`src/rtl/game_pkg.sv`:
```
// Shared definitions for the sprite compositor.
//
// Holds the 6-bit {R[1:0],G[1:0],B[1:0]} colour constants, the sprite edge
// length, the shape indices understood by sprite_rom, and the object slot
// numbering used by sprite_renderer. It also holds the single bounding-box hit
// test that every object slot shares.
package game_pkg;

  localparam int SPRITE_SIZE = 8;

  localparam logic [5:0] BLACK  = 6'b000000;
  localparam logic [5:0] WHITE  = 6'b111111;
  localparam logic [5:0] PURPLE = 6'b100011;
  localparam logic [5:0] BLUE   = 6'b000011;
  localparam logic [5:0] RED    = 6'b110000;
  localparam logic [5:0] GREEN  = 6'b001100;

  localparam logic [1:0] SHP_PLAYER = 2'd0;
  localparam logic [1:0] SHP_WARP   = 2'd1;
  localparam logic [1:0] SHP_ENEMY  = 2'd2;

  // Object slots, in the order the renderer keeps them.
  localparam int NUM_OBJ    = 4;
  localparam int OBJ_PLAYER = 0;
  localparam int OBJ_WARP   = 1;
  localparam int OBJ_ENEMY1 = 2;
  localparam int OBJ_ENEMY2 = 3;

  typedef struct packed {
    logic [9:0] x;
    logic [8:0] y;
  } obj_pos_t;

  // Shadow value before the first capture. The box starts at column 1023,
  // which is never inside active video, so nothing is drawn.
  localparam obj_pos_t OBJ_OFFSCREEN = '{x: 10'h3FF, y: 9'h1FF};

  // Bounding-box test. The right and bottom edges are computed 11 bits wide,
  // so an object near x=1023 cannot wrap around into column 0.
  function automatic logic in_box(input logic [9:0] h, input logic [9:0] v,
                                  input obj_pos_t p, input int size);
    logic [10:0] x_end;
    logic [10:0] y_end;
    x_end = {1'b0, p.x} + 11'(size);
    y_end = {2'b00, p.y} + 11'(size);
    return ({1'b0, h} >= {1'b0, p.x}) && ({1'b0, h} < x_end) &&
           ({1'b0, v} >= {2'b00, p.y}) && ({1'b0, v} < y_end);
  endfunction

endpackage

```
`src/rtl/sprite_renderer_if.sv`:
```
// Bus between the sync generator / game logic and the sprite compositor.
//
// Signals:
//   display_on, hpos, vpos, hsync_in, vsync_in : raw video timing
//   bird_*, warp_*, enemy_one_*, enemy_two_*   : object top-left corners
//   score                                      : current score
//   rgb, hsync_out, vsync_out                  : registered pixel output
// The master modport drives the timing and game state. The slave modport is
// the renderer, which drives the pixel output.
interface sprite_renderer_if;
  logic       display_on;
  logic [9:0] hpos;
  logic [9:0] vpos;
  logic       hsync_in;
  logic       vsync_in;
  logic [9:0] bird_x;
  logic [8:0] bird_y;
  logic [9:0] warp_x;
  logic [8:0] warp_y;
  logic [9:0] enemy_one_x;
  logic [8:0] enemy_one_y;
  logic [9:0] enemy_two_x;
  logic [8:0] enemy_two_y;
  logic [7:0] score;
  logic [5:0] rgb;
  logic       hsync_out;
  logic       vsync_out;

  modport master (
    output display_on, hpos, vpos, hsync_in, vsync_in,
           bird_x, bird_y, warp_x, warp_y,
           enemy_one_x, enemy_one_y, enemy_two_x, enemy_two_y, score,
    input  rgb, hsync_out, vsync_out
  );

  modport slave (
    input  display_on, hpos, vpos, hsync_in, vsync_in,
           bird_x, bird_y, warp_x, warp_y,
           enemy_one_x, enemy_one_y, enemy_two_x, enemy_two_y, score,
    output rgb, hsync_out, vsync_out
  );
endinterface

```
`src/rtl/sprite_rom.sv`:
```
// Combinational 8x8 bitmap ROM.
//
// Ports:
//   shape in 2 : SHP_PLAYER (filled diamond), SHP_WARP (ring), SHP_ENEMY (X)
//   row   in 3 : bitmap row
//   bits  out 8: row bitmap; bit 7 is the leftmost column
// Shape 3 is unused and reads as all-transparent.
module sprite_rom
  import game_pkg::*;
(
  input  logic [1:0] shape,
  input  logic [2:0] row,
  output logic [7:0] bits
);

  always_comb begin
    bits = 8'h00;
    case (shape)
      SHP_PLAYER: begin
        case (row)
          3'd0:    bits = 8'h18;
          3'd1:    bits = 8'h3C;
          3'd2:    bits = 8'h7E;
          3'd3:    bits = 8'hFF;
          3'd4:    bits = 8'hFF;
          3'd5:    bits = 8'h7E;
          3'd6:    bits = 8'h3C;
          default: bits = 8'h18;
        endcase
      end
      SHP_WARP: begin
        case (row)
          3'd0:    bits = 8'h3C;
          3'd1:    bits = 8'h42;
          3'd6:    bits = 8'h42;
          3'd7:    bits = 8'h3C;
          default: bits = 8'h81;
        endcase
      end
      SHP_ENEMY: begin
        case (row)
          3'd0:    bits = 8'h81;
          3'd1:    bits = 8'h42;
          3'd2:    bits = 8'h24;
          3'd3:    bits = 8'h18;
          3'd4:    bits = 8'h18;
          3'd5:    bits = 8'h24;
          3'd6:    bits = 8'h42;
          default: bits = 8'h81;
        endcase
      end
      default: bits = 8'h00;
    endcase
  end

endmodule

```
`src/rtl/sprite_renderer.sv`:
```
// Pixel compositor: player, warp target, two enemies and a score bar.
//
// Ports:
//   clk   : pixel clock
//   reset : synchronous, active-high
//   vga   : sprite_renderer_if.slave. It carries the timing inputs, object
//           positions and score, and the registered rgb and delayed syncs.
// Positions and score are copied into shadow registers on the first blanking
// line (hpos==0, vpos==V_ACTIVE), so a frame always renders from a single
// consistent snapshot. The pipeline is fixed at two cycles: stage 1 holds the
// hit flags, and stage 2 holds the priority-muxed colour.
module sprite_renderer
  import game_pkg::*;
#(
  parameter int SPRITE_SIZE = 8,
  parameter int V_ACTIVE    = 480,
  parameter int BAR_ROWS    = 8
) (
  input  logic clk,
  input  logic reset,
  sprite_renderer_if.slave vga
);

  obj_pos_t obj_in [NUM_OBJ];
  obj_pos_t obj_q  [NUM_OBJ];
  obj_pos_t obj_d  [NUM_OBJ];

  logic [7:0]         score_q, score_d;
  logic [5:0]         frame_cnt_q, frame_cnt_d;
  logic               disp_q, disp_d;
  logic               hs1_q, hs1_d;
  logic               vs1_q, vs1_d;
  logic [NUM_OBJ-1:0] hit_q, hit_d;
  logic               bar_q, bar_d;
  logic [5:0]         rgb_q, rgb_d;
  logic               hs2_q, hs2_d;
  logic               vs2_q, vs2_d;

  logic               capture;
  logic [7:0]         rom_row [NUM_OBJ];
  logic [2:0]         row_off [NUM_OBJ];
  logic [2:0]         col_off [NUM_OBJ];

  assign obj_in[OBJ_PLAYER] = '{x: vga.bird_x,      y: vga.bird_y};
  assign obj_in[OBJ_WARP]   = '{x: vga.warp_x,      y: vga.warp_y};
  assign obj_in[OBJ_ENEMY1] = '{x: vga.enemy_one_x, y: vga.enemy_one_y};
  assign obj_in[OBJ_ENEMY2] = '{x: vga.enemy_two_x, y: vga.enemy_two_y};

  // One ROM per object slot. Only the low 3 bits of each offset matter, and
  // they equal the low bits of the difference, so the subtraction is 3 bits.
  for (genvar i = 0; i < NUM_OBJ; i++) begin : g_obj
    localparam logic [1:0] SHAPE = (i == OBJ_PLAYER) ? SHP_PLAYER :
                                   (i == OBJ_WARP)   ? SHP_WARP   : SHP_ENEMY;
    assign row_off[i] = vga.vpos[2:0] - obj_q[i].y[2:0];
    assign col_off[i] = vga.hpos[2:0] - obj_q[i].x[2:0];
    sprite_rom u_rom (
      .shape (SHAPE),
      .row   (row_off[i]),
      .bits  (rom_row[i])
    );
  end

  // Capture logic: the shadow registers and the frame counter update on the
  // first blanking line.
  always_comb begin
    capture     = (vga.hpos == 10'd0) && (vga.vpos == 10'(V_ACTIVE));
    obj_d       = obj_q;
    score_d     = score_q;
    frame_cnt_d = frame_cnt_q;
    if (capture) begin
      for (int i = 0; i < NUM_OBJ; i++) begin
        obj_d[i] = obj_in[i];
      end
      score_d     = vga.score;
      frame_cnt_d = frame_cnt_q + 6'd1;
    end
  end

  // Stage 1: per-object hit combined with the ROM bit, plus the bar flag.
  // Bit 4 of the frame counter gates the warp: 16 frames on, 16 frames off.
  always_comb begin
    disp_d = vga.display_on;
    hs1_d  = vga.hsync_in;
    vs1_d  = vga.vsync_in;
    hit_d  = '0;
    for (int i = 0; i < NUM_OBJ; i++) begin
      hit_d[i] = in_box(vga.hpos, vga.vpos, obj_q[i], SPRITE_SIZE) &&
                 rom_row[i][3'd7 - col_off[i]];
    end
    hit_d[OBJ_WARP] = hit_d[OBJ_WARP] & ~frame_cnt_q[4];
    bar_d = (vga.vpos < 10'(BAR_ROWS)) && (vga.hpos[9:2] < score_q);
  end

  // Stage 2: priority mux. Blanking forces black no matter what hit.
  always_comb begin
    hs2_d = hs1_q;
    vs2_d = vs1_q;
    if (!disp_q) begin
      rgb_d = BLACK;
    end else if (hit_q[OBJ_ENEMY1] || hit_q[OBJ_ENEMY2]) begin
      rgb_d = RED;
    end else if (hit_q[OBJ_PLAYER]) begin
      rgb_d = PURPLE;
    end else if (hit_q[OBJ_WARP]) begin
      rgb_d = BLUE;
    end else if (bar_q) begin
      rgb_d = WHITE;
    end else begin
      rgb_d = BLACK;
    end
  end

  always_ff @(posedge clk) begin
    if (reset) begin
      for (int i = 0; i < NUM_OBJ; i++) begin
        obj_q[i] <= OBJ_OFFSCREEN;
      end
      score_q     <= '0;
      frame_cnt_q <= '0;
      disp_q      <= 1'b0;
      hs1_q       <= 1'b0;
      vs1_q       <= 1'b0;
      hit_q       <= '0;
      bar_q       <= 1'b0;
      rgb_q       <= BLACK;
      hs2_q       <= 1'b0;
      vs2_q       <= 1'b0;
    end else begin
      obj_q       <= obj_d;
      score_q     <= score_d;
      frame_cnt_q <= frame_cnt_d;
      disp_q      <= disp_d;
      hs1_q       <= hs1_d;
      vs1_q       <= vs1_d;
      hit_q       <= hit_d;
      bar_q       <= bar_d;
      rgb_q       <= rgb_d;
      hs2_q       <= hs2_d;
      vs2_q       <= vs2_d;
    end
  end

  assign vga.rgb       = rgb_q;
  assign vga.hsync_out = hs2_q;
  assign vga.vsync_out = vs2_q;

endmodule

```
`src/flat_wrapper.sv`:
```
// flat-port wrapper written by rule: the top's interface ports become plain ports
module sprite_renderer_flat import game_pkg::*;
#(
  parameter int SPRITE_SIZE = 8,
  parameter int V_ACTIVE    = 480,
  parameter int BAR_ROWS    = 8
)
  (clk, reset, vga_display_on, vga_hpos, vga_vpos, vga_hsync_in, vga_vsync_in, vga_bird_x, vga_bird_y, vga_warp_x, vga_warp_y, vga_enemy_one_x, vga_enemy_one_y, vga_enemy_two_x, vga_enemy_two_y, vga_score, vga_rgb, vga_hsync_out, vga_vsync_out);
  sprite_renderer_if vga_i ();
  input  logic clk;
  input  logic reset;
  input wire logic [$bits(vga_i.display_on)-1:0] vga_display_on;
  input wire logic [$bits(vga_i.hpos)-1:0] vga_hpos;
  input wire logic [$bits(vga_i.vpos)-1:0] vga_vpos;
  input wire logic [$bits(vga_i.hsync_in)-1:0] vga_hsync_in;
  input wire logic [$bits(vga_i.vsync_in)-1:0] vga_vsync_in;
  input wire logic [$bits(vga_i.bird_x)-1:0] vga_bird_x;
  input wire logic [$bits(vga_i.bird_y)-1:0] vga_bird_y;
  input wire logic [$bits(vga_i.warp_x)-1:0] vga_warp_x;
  input wire logic [$bits(vga_i.warp_y)-1:0] vga_warp_y;
  input wire logic [$bits(vga_i.enemy_one_x)-1:0] vga_enemy_one_x;
  input wire logic [$bits(vga_i.enemy_one_y)-1:0] vga_enemy_one_y;
  input wire logic [$bits(vga_i.enemy_two_x)-1:0] vga_enemy_two_x;
  input wire logic [$bits(vga_i.enemy_two_y)-1:0] vga_enemy_two_y;
  input wire logic [$bits(vga_i.score)-1:0] vga_score;
  output wire logic [$bits(vga_i.rgb)-1:0] vga_rgb;
  output wire logic [$bits(vga_i.hsync_out)-1:0] vga_hsync_out;
  output wire logic [$bits(vga_i.vsync_out)-1:0] vga_vsync_out;
  assign vga_i.display_on = vga_display_on;
  assign vga_i.hpos = vga_hpos;
  assign vga_i.vpos = vga_vpos;
  assign vga_i.hsync_in = vga_hsync_in;
  assign vga_i.vsync_in = vga_vsync_in;
  assign vga_i.bird_x = vga_bird_x;
  assign vga_i.bird_y = vga_bird_y;
  assign vga_i.warp_x = vga_warp_x;
  assign vga_i.warp_y = vga_warp_y;
  assign vga_i.enemy_one_x = vga_enemy_one_x;
  assign vga_i.enemy_one_y = vga_enemy_one_y;
  assign vga_i.enemy_two_x = vga_enemy_two_x;
  assign vga_i.enemy_two_y = vga_enemy_two_y;
  assign vga_i.score = vga_score;
  assign vga_rgb = vga_i.rgb;
  assign vga_hsync_out = vga_i.hsync_out;
  assign vga_vsync_out = vga_i.vsync_out;
  sprite_renderer #(.SPRITE_SIZE(SPRITE_SIZE), .V_ACTIVE(V_ACTIVE), .BAR_ROWS(BAR_ROWS)) u_core (.clk(clk), .reset(reset), .vga(vga_i));
endmodule
```
`config.mk`:
```
export PLATFORM = sky130hd
export DESIGN_NAME = sprite_renderer_flat
export DESIGN_NICKNAME = d
export VERILOG_FILES = /design/src/rtl/game_pkg.sv /design/src/rtl/sprite_renderer_if.sv /design/src/rtl/sprite_rom.sv /design/src/rtl/sprite_renderer.sv /design/src/flat_wrapper.sv
export SDC_FILE = /design/constraint.sdc
export NUM_CORES = 1
export LEC_CHECK = 0
export BUFFER_PORTS_ARGS = -buffer_cell sky130_fd_sc_hd__buf_2
export CAP_MARGIN = 5
export CORE_AREA = 2 2 140 142
export CTS_CLUSTER_SIZE = 25
export DETAILED_ROUTE_END_ITERATION = 16
export DIE_AREA = 0 0 142 144
export PLACE_DENSITY = 0.64
export SYNTH_ARGS = -nofsm -noshare
export SYNTH_HDL_FRONTEND = slang
export SYNTH_SLANG_ARGS = --single-unit
```
`constraint.sdc`:
```
create_clock -name clk -period 3.7 [get_ports clk]
set_clock_uncertainty 0.05 [all_clocks]
set_input_delay 0.37 -clock clk [delete_from_list [all_inputs] [get_ports clk]]
set_output_delay 0.37 -clock clk [all_outputs]
set_load 0.005 [all_outputs]
```
==> report_table.html <==
<table>
<tr><th>Metric</th><th>Value</th></tr>
<tr><th colspan="2">CTS</th></tr>
<tr><td>TritonCTS clock tree</td><td>built</td></tr>
<tr><td>Number of hold-repair buffers added at the cts stage</td><td>0</td></tr>
<tr><td>Clock tree root buffer cell</td><td>sky130_fd_sc_hd__clkbuf_16</td></tr>
<tr><td>Clock-pin transition on the worst setup and hold timing paths</td><td>70 ps</td></tr>
<tr><td>Post-CTS setup-driven buffer insertion count</td><td>0</td></tr>
<tr><td>H-tree level count</td><td>3</td></tr>
<tr><td>Clk sink count</td><td>a little over 100</td></tr>
<tr><td>Number of buffers created by CTS</td><td>9</td></tr>
<tr><td>Clock tree buffer depth</td><td>2</td></tr>
<tr><td>Post-CTS Resized</td><td>0</td></tr>
<tr><td>Clock latency reported for the late side of the worst-skew pair</td><td>360 ps</td></tr>
<tr><th colspan="2">Yosys</th></tr>
<tr><td>Async S/R FF share, synth</td><td>0%</td></tr>
<tr><td>Cell type with the highest aggregate area in the netlist</td><td>sky130_fd_sc_hd__dfxtp_1</td></tr>
<tr><td>Top cells by area, synth</td><td>sky130_fd_sc_hd__dfxtp_1, sky130_fd_sc_hd__ha_1, sky130_fd_sc_hd__a211o_1</td></tr>
<tr><td>Synth Instances</td><td>963</td></tr>
<tr><td>Per-instance average area after synthesis</td><td>8.67 um^2</td></tr>
<tr><td>Ys Warns</td><td>0</td></tr>
<tr><td>Portion of the post-synthesis area used by sequential elements</td><td>between 20% and 30%</td></tr>
<tr><td>Dominant synthesized flop cell</td><td>sky130_fd_sc_hd__dfxtp_1</td></tr>
<tr><td>Yosys reg bits</td><td>103</td></tr>
<tr><td>Number of distinct standard cells referenced by the synthesized netlist</td><td>59</td></tr>
<tr><td>Netlist area before placement</td><td>8350 um^2</td></tr>
<tr><td>Number of synthesized flops with an enable pin</td><td>0</td></tr>
<tr><td>Number of nets in the synthesized netlist</td><td>1,244</td></tr>
<tr><td>Top cell type's share of synthesized area</td><td>about a quarter</td></tr>
<tr><td>Most repeated cell in the gate-level netlist after synthesis</td><td>sky130_fd_sc_hd__ha_1</td></tr>
<tr><td>Synth cell count leaders</td><td>sky130_fd_sc_hd__ha_1, sky130_fd_sc_hd__nor2_1, sky130_fd_sc_hd__inv_1</td></tr>
<tr><th colspan="2">Hold path</th></tr>
<tr><td>Hold WC Path Type</td><td>primary input to register</td></tr>
<tr><th colspan="2">Timing</th></tr>
<tr><td>Post-layout minimum cycle time</td><td>about 2700 ps</td></tr>
<tr><td>Final setup vio count</td><td>0</td></tr>
<tr><td>Worst slack on hold paths</td><td>~150 ps</td></tr>
<tr><td>Total Neg Setup Slack</td><td>0 ps</td></tr>
<tr><td>Hold violation total from the final report</td><td>0</td></tr>
<tr><td>Slew Limit Fails</td><td>0</td></tr>
<tr><td>Max transition margin</td><td>between 40% and 50%</td></tr>
<tr><td>RSZ-0062 raised after global routing</td><td>false</td></tr>
<tr><td>Least-Margin Pin Slew</td><td>~770 ps</td></tr>
<tr><td>Maximum clock frequency</td><td>between 0.3 and 0.4 GHz</td></tr>
<tr><td>Fraction of the cycle the final worst path needs</td><td>72.4%</td></tr>
<tr><th colspan="2">Critical path</th></tr>
<tr><td>WP data required</td><td>about 3900 ps</td></tr>
<tr><td>Capturing element type of the critical path</td><td>register</td></tr>
<tr><td>Crit path DAT</td><td>2900 ps</td></tr>
<tr><td>Critical Path Start Type</td><td>primary input</td></tr>
<tr><td>Class of the most critical setup path</td><td>primary input to register</td></tr>
<tr><td>Top fanout value on the critical path</td><td>5</td></tr>
<tr><td>FF-to-FF setup slack</td><td>roughly 1100 ps</td></tr>
<tr><th colspan="2">Die</th></tr>
<tr><td>Floorplan die height</td><td>144 um</td></tr>
<tr><td>Full die area</td><td>20,400 um^2</td></tr>
<tr><td>Boundary pin count</td><td>117</td></tr>
<tr><td>Starting Density</td><td>43.8%</td></tr>
<tr><td>CORE AREA</td><td>19,100 um^2</td></tr>
<tr><td>Number of cell rows</td><td>51</td></tr>
<tr><td>DIE WIDTH</td><td>approximately 140 um</td></tr>
<tr><th colspan="2">Route</th></tr>
<tr><td>Avg Vias per Cell</td><td>between 5 and 6</td></tr>
<tr><td>Number of optimization iterations in the first detailed-route pass</td><td>4</td></tr>
<tr><td>Number of remaining DRC errors</td><td>0</td></tr>
<tr><td>Routed via count</td><td>approximately 7.1k</td></tr>
<tr><td>Routed length per instance</td><td>16.2 um</td></tr>
<tr><td>Drt first-iter violations</td><td>235</td></tr>
<tr><td>Antenna-violating nets left</td><td>0</td></tr>
<tr><td>Final Routed Wirelength</td><td>~21 mm</td></tr>
<tr><th colspan="2">Final layout</th></tr>
<tr><td>Filler-free cell count of the finished design</td><td>approximately 1.3k</td></tr>
<tr><td>Post-synthesis to final-layout area growth</td><td>12.9%</td></tr>
<tr><td>Multi-input gate area in the final layout</td><td>a little under 6000 um^2</td></tr>
<tr><td>Area of all sequential standard cells</td><td>2060 um^2</td></tr>
<tr><td>Number of fill cells in the layout</td><td>around 1.8k</td></tr>
<tr><td>Design Area, Final</td><td>9430 um^2</td></tr>
<tr><td>N_diodes</td><td>0</td></tr>
<tr><td>Fraction of layout instances using a drive strength above 1</td><td>13.6%</td></tr>
<tr><td># nets final</td><td>1,342</td></tr>
<tr><th colspan="2">Outcome</th></tr>
<tr><td>Run status</td><td>complete, no violations</td></tr>
<tr><th colspan="2">Placement</th></tr>
<tr><td>DP Cell Count</td><td>~1.3k</td></tr>
<tr><td>Area post-placement</td><td>9140 um^2</td></tr>
<tr><td>DPL Wire Length</td><td>16.0 mm</td></tr>
<tr><td>Placer congestion estimate</td><td>0.862</td></tr>
<tr><td>Port Buffer Count</td><td>116</td></tr>
<tr><th colspan="2">Pwr</th></tr>
<tr><td>Net switching power of the design</td><td>0.000675 W</td></tr>
<tr><td>Switching Share</td><td>27.3%</td></tr>
<tr><td>Internal power contribution</td><td>0.00180 W</td></tr>
<tr><td>Portion of total power attributed to combinational logic</td><td>16.1%</td></tr>
<tr><td>Share of total power in sequential cells</td><td>44.9%</td></tr>
<tr><td>Worst ir drop on vdd</td><td>between 200 and 250 uV</td></tr>
<tr><td>Final Total Pwr</td><td>0.00247 W</td></tr>
<tr><td>Part of the power in the clock network</td><td>39.0%</td></tr>
<tr><td>Power density of the placed cells</td><td>between 200 and 300 nW/um^2</td></tr>
<tr><td>Leakage power total</td><td>4.69 nW</td></tr>
<tr><th colspan="2">GRT</th></tr>
<tr><td>Met1 track utilization from global routing</td><td>27.2%</td></tr>
<tr><td>GR met3 Demand/Resource</td><td>3.01%</td></tr>
<tr><td>Routing layer with the top usage in global route</td><td>met2</td></tr>
<tr><td>Global router's overall resource usage</td><td>a little over a fifth</td></tr>
<tr><td>Sum of overflow across all layers after global routing</td><td>0</td></tr>
<tr><td>Largest net degree at the start of global routing</td><td>106</td></tr>
<tr><td>Via count of the first global-routing pass</td><td>between 6k and 7k</td></tr>
<tr><td>First-pass GRT wire length</td><td>around 34 mm</td></tr>
<tr><td>GR met2 Demand/Resource</td><td>36.8%</td></tr>
<tr><td>Antenna violations before repair</td><td>0</td></tr>
<tr><th colspan="2">Job</th></tr>
<tr><td>Max-Cap Viols</td><td>0</td></tr>
</table>
==> kinds of logic (layout without fill, tap and decap cells) <==
kind of cell | Yosys count | in the layout | share of synthesized area (%)
buffers and inverters | 138 | 240 | 6.35
adders and majority gates | 172 | 172 | 26.5
AOI/OAI and AO/OA | 223 | 223 | 19.7
and+or+nand+nor | 260 | 260 | 15.4
xor gates and xnor gates | 50 | 50 | 5.24
muxes | 17 | 17 | 2.07
DFF | 103 | 103 | 24.7
==> per-stage QoR <==
stage	setup slack (ps)	util, %
2_1_floorplan	1130	-
3_3_place_gp	734	47.9
3_5_place_dp	668	47.9
4_1_cts	1030	49.4
5_1_grt	808	49.4
6_report	1020	49.4
==> state kept, by name, indices dropped and copies added (netlist names) <==
| name | cells |
|---|---|
| u_core.obj_q | 76 |
| u_core.score_q | 8 |
| u_core.frame_cnt_q | 5 |
| u_core.hit_q | 4 |
| u_core.vga.rgb | 4 |
| u_core.bar_q | 1 |
| u_core.disp_q | 1 |
| u_core.hs1_q | 1 |
| u_core.vga.hsync_out | 1 |
| u_core.vga.vsync_out | 1 |
| u_core.vs1_q | 1 |
==> area by class of cell <==
class                           instances  area share, %
Clock inverter                          6          0.663
Tap cell                              238           3.16
Multi-Input combinational cell        722           61.1
Sequential cell                       103           21.9
Clock buffer                            9           2.39
Timing Repair Buffer                  119           6.55
Inverter                              106           4.25
==> routing by layer <==
layer | vias up | wire length, um
met2 | 125 | 9930
met1 | 3297 | 9950
li1 | 3657 | -
met5 | - | 0
met3 | 23 | 746
met4 | 0 | 421
==> layout by cell type, fill, tap and decap left out, types with 6 or more instances in the layout <==
cell type and n:
sky130_fd_sc_hd__nor3_1 25, sky130_fd_sc_hd__fa_1 8, sky130_fd_sc_hd__o2111ai_1 8, sky130_fd_sc_hd__and3_1 8, sky130_fd_sc_hd__a211oi_1 6, sky130_fd_sc_hd__xor2_1 11
sky130_fd_sc_hd__or3_1 6, sky130_fd_sc_hd__nand2_1 18, sky130_fd_sc_hd__a2111oi_0 6, sky130_fd_sc_hd__nor2_1 104, sky130_fd_sc_hd__xnor2_1 39, sky130_fd_sc_hd__o21a_1 8
sky130_fd_sc_hd__inv_1 104, sky130_fd_sc_hd__dfxtp_1 103, sky130_fd_sc_hd__nor4_1 11, sky130_fd_sc_hd__clkbuf_16 9, sky130_fd_sc_hd__a21o_1 16, sky130_fd_sc_hd__nand3_1 32
sky130_fd_sc_hd__o21ai_0 36, sky130_fd_sc_hd__ha_1 164, sky130_fd_sc_hd__a21oi_1 30, sky130_fd_sc_hd__nand2b_1 6, sky130_fd_sc_hd__buf_2 115, sky130_fd_sc_hd__nor2b_1 22
sky130_fd_sc_hd__nand4_1 12, sky130_fd_sc_hd__a211o_1 79, sky130_fd_sc_hd__mux2i_1 15
==> worst max-delay path, cell delays in order <==
cell	delay, ps
sky130_fd_sc_hd__buf_2	110
sky130_fd_sc_hd__inv_1	200
sky130_fd_sc_hd__ha_1	210
sky130_fd_sc_hd__inv_1	50
sky130_fd_sc_hd__fa_1	390
sky130_fd_sc_hd__xor2_1	460
sky130_fd_sc_hd__mux2i_1	240
sky130_fd_sc_hd__a32o_2	320
sky130_fd_sc_hd__a311oi_2	230
sky130_fd_sc_hd__nand4_1	120
sky130_fd_sc_hd__nor4_2	200
==> path summary, 6_finish.rpt <==
kind | from | end | depth (start not counted)
worst min-delay path | vga_warp_x[0] | u_core.obj_q[47]$_SDFFE_PP1P_ | 2
worst min register to register | u_core.hs1_q$_SDFF_PP0_ | u_core.vga.hsync_out$_SDFF_PP0_ | 1
worst max-delay path | vga_vpos[0] | u_core.hit_q[3]$_SDFF_PP0_ | 11
worst max register to register | u_core.obj_q[0]$_SDFFE_PP1P_ | u_core.hit_q[3]$_SDFF_PP0_ | 9
==> power groups by stage <==
| stage | registers [W] | clock network [W] | logic (W) |
|---|---|---|---|
| 2_1_floorplan | 0.00114 | 0 | 0.000232 |
| 3_3_place_gp | 0.00114 | 0 | 0.000389 |
| 3_5_place_dp | 0.00114 | 0 | 0.000395 |
| 4_1_cts | 0.00111 | 0.000995 | 0.000398 |
| 5_1_grt | 0.00111 | 0.00103 | 0.000450 |
| 6_report | 0.00111 | 0.000963 | 0.000397 |
(Power assumes the default switching activity.)
